### src/rtl/cic_decim_ctrl_if.sv
// Control/status bundle between a CIC decimator controller and its surroundings.
// CIC_DECIM_CTRL_STATS_EN adds the decimation/drop statistics counters.
interface cic_decim_ctrl_if #(
   parameter int unsigned RW = 8
);
   logic          i_enable;
   logic          i_ready;
   logic          i_cfg_wr;
   logic [RW-1:0] i_rate;
   logic          o_int_ready;
   logic          o_comb_ready;
   logic          o_flush;
   logic          o_cfg_err;
   logic          o_running;
   logic [RW-1:0] o_rate;
`ifdef CIC_DECIM_CTRL_STATS_EN
   logic [15:0]   o_dec_count;
   logic [15:0]   o_drop_count;
`endif

   modport master (
`ifdef CIC_DECIM_CTRL_STATS_EN
      input  o_dec_count, o_drop_count,
`endif
      output i_enable, i_ready, i_cfg_wr, i_rate,
      input  o_int_ready, o_comb_ready, o_flush, o_cfg_err, o_running, o_rate
   );

   modport slave (
`ifdef CIC_DECIM_CTRL_STATS_EN
      output o_dec_count, o_drop_count,
`endif
      input  i_enable, i_ready, i_cfg_wr, i_rate,
      output o_int_ready, o_comb_ready, o_flush, o_cfg_err, o_running, o_rate
   );
endinterface

### src/rtl/cic_decim_ctrl.sv
// CIC decimator sequencer: gates samples, counts to the rate, aligns decimation ticks, suppresses warm-up.
// Optional statistics counters are enabled with CIC_DECIM_CTRL_STATS_EN.
module cic_decim_ctrl #(
   parameter int unsigned N            = 3,
   parameter int unsigned RW           = 8,
   parameter int unsigned DEFAULT_RATE = 8
) (
   input logic             i_clk,
   input logic             i_reset,
   cic_decim_ctrl_if.slave bus
);
   typedef enum logic [1:0] {IDLE, WARMUP, RUN} state_t;
   localparam int unsigned WW = $clog2(N + 1);

   state_t        state, state_d;
   logic [RW-1:0] rate_q, cnt_q;
   logic [WW-1:0] wu_q;
   logic [N-1:0]  sr_q, sr_shift, sr_d;
   logic          cfg_ok, accept, tick, dly, flush_q, err_q;

   assign cfg_ok   = bus.i_cfg_wr && (bus.i_rate >= RW'(2));
   assign tick     = accept && (cnt_q == rate_q - RW'(1));
   // Top stage of the shift register is the o_comb_ready flop; dly is the tick about to enter it.
   assign sr_shift = (sr_q << 1) | N'(tick);
   assign dly      = sr_shift[N-1];

   always_ff @(posedge i_clk) begin
      if (i_reset) state <= IDLE;
      else         state <= state_d;
   end

   always_comb begin
      state_d = state;
      if (cfg_ok)
         state_d = bus.i_enable ? WARMUP : IDLE;
      else if (!bus.i_enable)
         state_d = IDLE;
      else begin
         case (state)
            IDLE:    state_d = WARMUP;
            WARMUP:  if (dly && wu_q == WW'(N - 1)) state_d = RUN;
            RUN:     state_d = RUN;
            default: state_d = IDLE;
         endcase
      end
   end

   // A valid rate write takes the sample slot; a rejected write leaves the sample stream untouched.
   always_comb begin
      accept        = 1'b0;
      bus.o_running = 1'b0;
      if (state != IDLE) accept = bus.i_ready && !cfg_ok;
      if (state == RUN)  bus.o_running = 1'b1;
   end

   always_comb begin
      sr_d      = sr_shift;
      sr_d[N-1] = sr_shift[N-1] && (state == RUN) && bus.i_enable;
   end

   always_ff @(posedge i_clk) begin
      if (i_reset) begin
         rate_q  <= RW'(DEFAULT_RATE);
         cnt_q   <= '0;
         wu_q    <= '0;
         sr_q    <= '0;
         flush_q <= 1'b0;
         err_q   <= 1'b0;
      end else begin
         err_q <= bus.i_cfg_wr && !cfg_ok;
         if (cfg_ok) begin
            rate_q  <= bus.i_rate;
            cnt_q   <= '0;
            wu_q    <= '0;
            sr_q    <= '0;
            flush_q <= 1'b1;
         end else begin
            flush_q <= (state == IDLE) && bus.i_enable;
            sr_q    <= sr_d;
            if (accept) cnt_q <= tick ? '0 : cnt_q + RW'(1);
            if (state == IDLE)
               wu_q <= '0;
            else if (state == WARMUP && bus.i_enable && dly)
               wu_q <= wu_q + WW'(1);
         end
      end
   end

   assign bus.o_int_ready  = accept;
   assign bus.o_comb_ready = sr_q[N-1];
   assign bus.o_flush      = flush_q;
   assign bus.o_cfg_err    = err_q;
   assign bus.o_rate       = rate_q;

`ifdef CIC_DECIM_CTRL_STATS_EN
   logic [15:0] dec_q, drop_q;

   always_ff @(posedge i_clk) begin
      if (i_reset) begin
         dec_q  <= '0;
         drop_q <= '0;
      end else begin
         if (sr_q[N-1])               dec_q  <= dec_q + 16'd1;
         if (bus.i_ready && !accept) drop_q <= drop_q + 16'd1;
      end
   end

   assign bus.o_dec_count  = dec_q;
   assign bus.o_drop_count = drop_q;
`endif
endmodule
### src/flat_wrapper.sv
// flat-port wrapper written by rule: the top's interface ports become plain ports
module cic_decim_ctrl_flat 
#(
   parameter int unsigned N            = 3,
   parameter int unsigned RW           = 8,
   parameter int unsigned DEFAULT_RATE = 8
)
  (i_clk, i_reset, bus_i_enable, bus_i_ready, bus_i_cfg_wr, bus_i_rate, bus_o_int_ready, bus_o_comb_ready, bus_o_flush, bus_o_cfg_err, bus_o_running, bus_o_rate);
  cic_decim_ctrl_if #(.RW(RW)) bus_i ();
  input logic i_clk;
  input logic i_reset;
  input wire logic [$bits(bus_i.i_enable)-1:0] bus_i_enable;
  input wire logic [$bits(bus_i.i_ready)-1:0] bus_i_ready;
  input wire logic [$bits(bus_i.i_cfg_wr)-1:0] bus_i_cfg_wr;
  input wire logic [$bits(bus_i.i_rate)-1:0] bus_i_rate;
  output wire logic [$bits(bus_i.o_int_ready)-1:0] bus_o_int_ready;
  output wire logic [$bits(bus_i.o_comb_ready)-1:0] bus_o_comb_ready;
  output wire logic [$bits(bus_i.o_flush)-1:0] bus_o_flush;
  output wire logic [$bits(bus_i.o_cfg_err)-1:0] bus_o_cfg_err;
  output wire logic [$bits(bus_i.o_running)-1:0] bus_o_running;
  output wire logic [$bits(bus_i.o_rate)-1:0] bus_o_rate;
  assign bus_i.i_enable = bus_i_enable;
  assign bus_i.i_ready = bus_i_ready;
  assign bus_i.i_cfg_wr = bus_i_cfg_wr;
  assign bus_i.i_rate = bus_i_rate;
  assign bus_o_int_ready = bus_i.o_int_ready;
  assign bus_o_comb_ready = bus_i.o_comb_ready;
  assign bus_o_flush = bus_i.o_flush;
  assign bus_o_cfg_err = bus_i.o_cfg_err;
  assign bus_o_running = bus_i.o_running;
  assign bus_o_rate = bus_i.o_rate;
  cic_decim_ctrl #(.N(N), .RW(RW), .DEFAULT_RATE(DEFAULT_RATE)) u_core (.i_clk(i_clk), .i_reset(i_reset), .bus(bus_i));
endmodule
### config.mk
export PLATFORM = sky130hd
export DESIGN_NAME = cic_decim_ctrl_flat
export DESIGN_NICKNAME = d
export VERILOG_FILES = /design/src/rtl/cic_decim_ctrl_if.sv /design/src/rtl/cic_decim_ctrl.sv /design/src/flat_wrapper.sv
export SDC_FILE = /design/constraint.sdc
export NUM_CORES = 1
export LEC_CHECK = 0
export ABC_AREA = 1
export CAP_MARGIN = 10
export CORE_MARGIN = 2
export CORE_UTILIZATION = 45
export CTS_BUF_LIST = sky130_fd_sc_hd__clkbuf_16
export DETAILED_ROUTE_END_ITERATION = 12
export HOLD_SLACK_MARGIN = 0.03
export PLACE_DENSITY = 0.7
export SKIP_CTS_REPAIR_TIMING = 1
export SLEW_MARGIN = 20
export SYNTH_ARGS = -nofsm -noshare
export SYNTH_HDL_FRONTEND = slang
export SYNTH_SLANG_ARGS = --single-unit
### constraint.sdc
create_clock -name i_clk -period 4.6 [get_ports i_clk]
set_input_delay 0.92 -clock i_clk [delete_from_list [all_inputs] [get_ports i_clk]]
set_output_delay 0.92 -clock i_clk [all_outputs]
set_load 0.1 [all_outputs]
==> results.json <==
{
  "dp.cells": 290,
  "synth-seq-cells": 25,
  "areaGrowthSynthToFinish_pct": 25.5,
  "arrival_ns": 2.26,
  "dpl.hpwl_um": 2510,
  "place_congestion": 0.793,
  "end_kind": "primary output",
  "clock_path_buffers": 2,
  "yosysTopAreaCell": "dfxtp_1",
  "start_util": 0.477,
  "synth_mux_area_frac": 0,
  "start_kind": "input pin",
  "synth_area_um2": 1480,
  "hold_viol": 0,
  "die-area_um2": 3770,
  "synthesis.nets": 242,
  "dp_slack_ns": 1.43,
  "grt_pass1_wl_um": 5270,
  "die_x_um": 61.4,
  "overflow": 0,
  "yosys.area_share.simple": 0.381,
  "detailed_place.area_um2": 1780,
  "synth_edf_count": 0,
  "ys.flop_type": "dfxtp_1",
  "finalCriticalPeriod_ns": 3.18,
  "cp.required_ns": 3.68,
  "drt_iter0_markers": 77,
  "setup_ws_ns": 1.42,
  "finalSetupTns_ns": 0,
  "synth_common_cells": "52 x nand2_1, 37 x nor2_1, 31 x inv_1",
  "cts.clk_slew.worst_paths_ns": 0.06,
  "syn_avg_cell_area_um2": 6.67,
  "worstMarginPinSlew_ns": 0.978,
  "synth_adder_area_share": 0.0591,
  "drt_pre_antenna_iters": 4,
  "via_count": 1399,
  "synth_top_family_by_area": "simple AND/OR/NAND/NOR gates",
  "drc": 0,
  "period_share": 0.691,
  "design_area_um2": 1860,
  "htreeDepth": 1,
  "netlist_top_cells_area": "dfxtp_1 34%, nand2_1 13%, nor2_1 9.4%, inv_1 7.9%, ha_1 5.9%",
  "leakagePower_nw": 0.826,
  "path_cells": "clkdlybuf4s50_1 > nor2_1 > nand2_2 > nor2_2 > nor2_4 > nor2_8 > buf_4",
  "yosysMostFrequentCell": "nand2_1",
  "cts_tree": "built",
  "path_class": "in2out",
  "irDropWorstVdd_mv": 0.136,
  "grt_antenna_before_repair": 0,
  "io_pins": 26,
  "fp.dieH_um": 61.4,
  "worst_path_max_delay_cell": "clkdlybuf4s50_1",
  "place.port_buffers": 25,
  "fmax_mhz": 315,
  "grt_pass1_vias": 1228,
  "synthDistinctLibCells": 24,
  "synth-xor-area-share": 0.0532,
  "ys_seq_area_frac": 0.338,
  "viasPerCell": 4.76,
  "grt_usage": 0.187,
  "power_density_nw_per_um2": 300,
  "rsz0062_at_grt": "false",
  "clock-sinks": 25,
  "grt_max_degree": 15,
  "fin_total_pwr_mw": 0.557,
  "async_flop_share": 0,
  "crit_path_max_fanout": 8,
  "yosys_warnings": 0,
  "synth_top_area_share": 0.338,
  "routed_wl_um": 3170,
  "detail_route.wl_per_cell_um": 10.8,
  "slew_headroom": 0.346,
  "cts_root_buf": "clkbuf_16",
  "num_rows": 20,
  "coreArea_um2": 3100,
  "status": "complete, no violations",
  "drive_above_1_share": 0.0800,
  "worst_path_largest_cell_delay_ns": 0.42,
  "cts-buffers-inserted": 3,
  "syn_inst": 222,
  "stdcell_count": 294,
  "finClkSkew_ns": 0.00348,
  "antenna_left": 0,
  "cap_violations": 0,
  "diodes": 0,
  "drv_slew": 0,
  "nets": 271,
  "hp-class": "reg2reg",
  "setup-violations-final": 0,
  "synth-compound-area-share": 0.0819,
  "clock_latency_ns": 0.26
}
==> area by class of cell <==
| cell class | count | area (um^2) |
|---|---|---|
| fillers | 314 | 1240 |
| multi-input cells | 163 | 852 |
| flip-flops and latches | 25 | 500 |
| repair buffers | 25 | 248 |
| inverters | 33 | 124 |
| clock buffers | 3 | 75.1 |
| well taps | 44 | 55.1 |
| clock inverters | 1 | 5.00 |
==> state kept, by name (all words and copies together), names as in the netlist <==
register and cells:
u_core.bus.o_cfg_err 1, u_core.bus.o_flush 1, u_core.bus.o_rate 8, u_core.cnt_q 8
u_core.sr_q 3, u_core.state 2, u_core.wu_q 2
==> placed cells by master (no fill, tap or decap) <==
master	n
and3_1	1
xnor2_1	3
nor2_2	5
o211ai_1	1
nor2_8	1
o21ai_2	1
buf_4	1
clkbuf_16	3
nand4_1	3
nand2_1	52
nand3_2	1
nand3_1	14
nor2_4	3
inv_1	31
xor2_1	6
clkinv_2	1
nand2_2	2
clkdlybuf4s50_1	24
ha_1	7
nor3_1	3
inv_2	2
dfxtp_1	25
nor4_1	1
o21ai_0	12
a21oi_1	9
nor2_1	37
and2_1	1
==> worst max-delay path: cells and delay by family <==
| family | cells | cell delay, ns |
|---|---|---|
| buf+inv | 2 | 0.73 |
| simple gates | 5 | 0.60 |
==> stage by stage <==
| step | hold WS, ns | utilization |
|---|---|---|
| finish | 0.415 | 0.599 |
| global route | 0.435 | 0.599 |
| CTS | 0.419 | 0.599 |
| detailed placement | 0.405 | 0.573 |
| global placement | 0.400 | 0.573 |
| floorplan | 0.394 | - |
==> power by group <==
part | internal (mW) | leakage, nW | switching [mW]
sequential | 0.223 | 0.204 | 0.00727
combinational | 0.0403 | 0.581 | 0.0907
clock | 0.117 | 0.0409 | 0.0787
==> final timing paths <==
kind	start	end	slack, ns	cells after the start
worst max-delay path	bus_i_rate[2]	bus_o_int_ready	1.42	7
worst min-delay path	u_core.sr_q[0]	u_core.sr_q[1]	0.41	2
worst max register to register	u_core.bus.o_rate[0]	u_core.cnt_q[2]	2.75	13
worst min register to register	u_core.sr_q[0]	u_core.sr_q[1]	0.41	2
==> cell families (layout without fill, tap and decap cells) <==
kind of cell / after synthesis / in the layout
simple gates: 124 / 124
buf+inv: 34 / 62
flops: 25 / 25
compound gates: 23 / 23
xor+xnor: 9 / 9
fa+ha+maj: 7 / 7
==> metal layers <==
layer | global-route usage | wire length (um) | vias to the layer above | share of wire
li1 | - | - | 750 | -
met3 | 0.0315 | 72 | 4 | 0.023
met5 | 0 | 0 | - | 0
met1 | 0.263 | 1650 | 627 | 0.52
met2 | 0.299 | 1420 | 18 | 0.45
met4 | 0.0486 | 35 | 0 | 0.011
(Power assumes the default switching activity.)
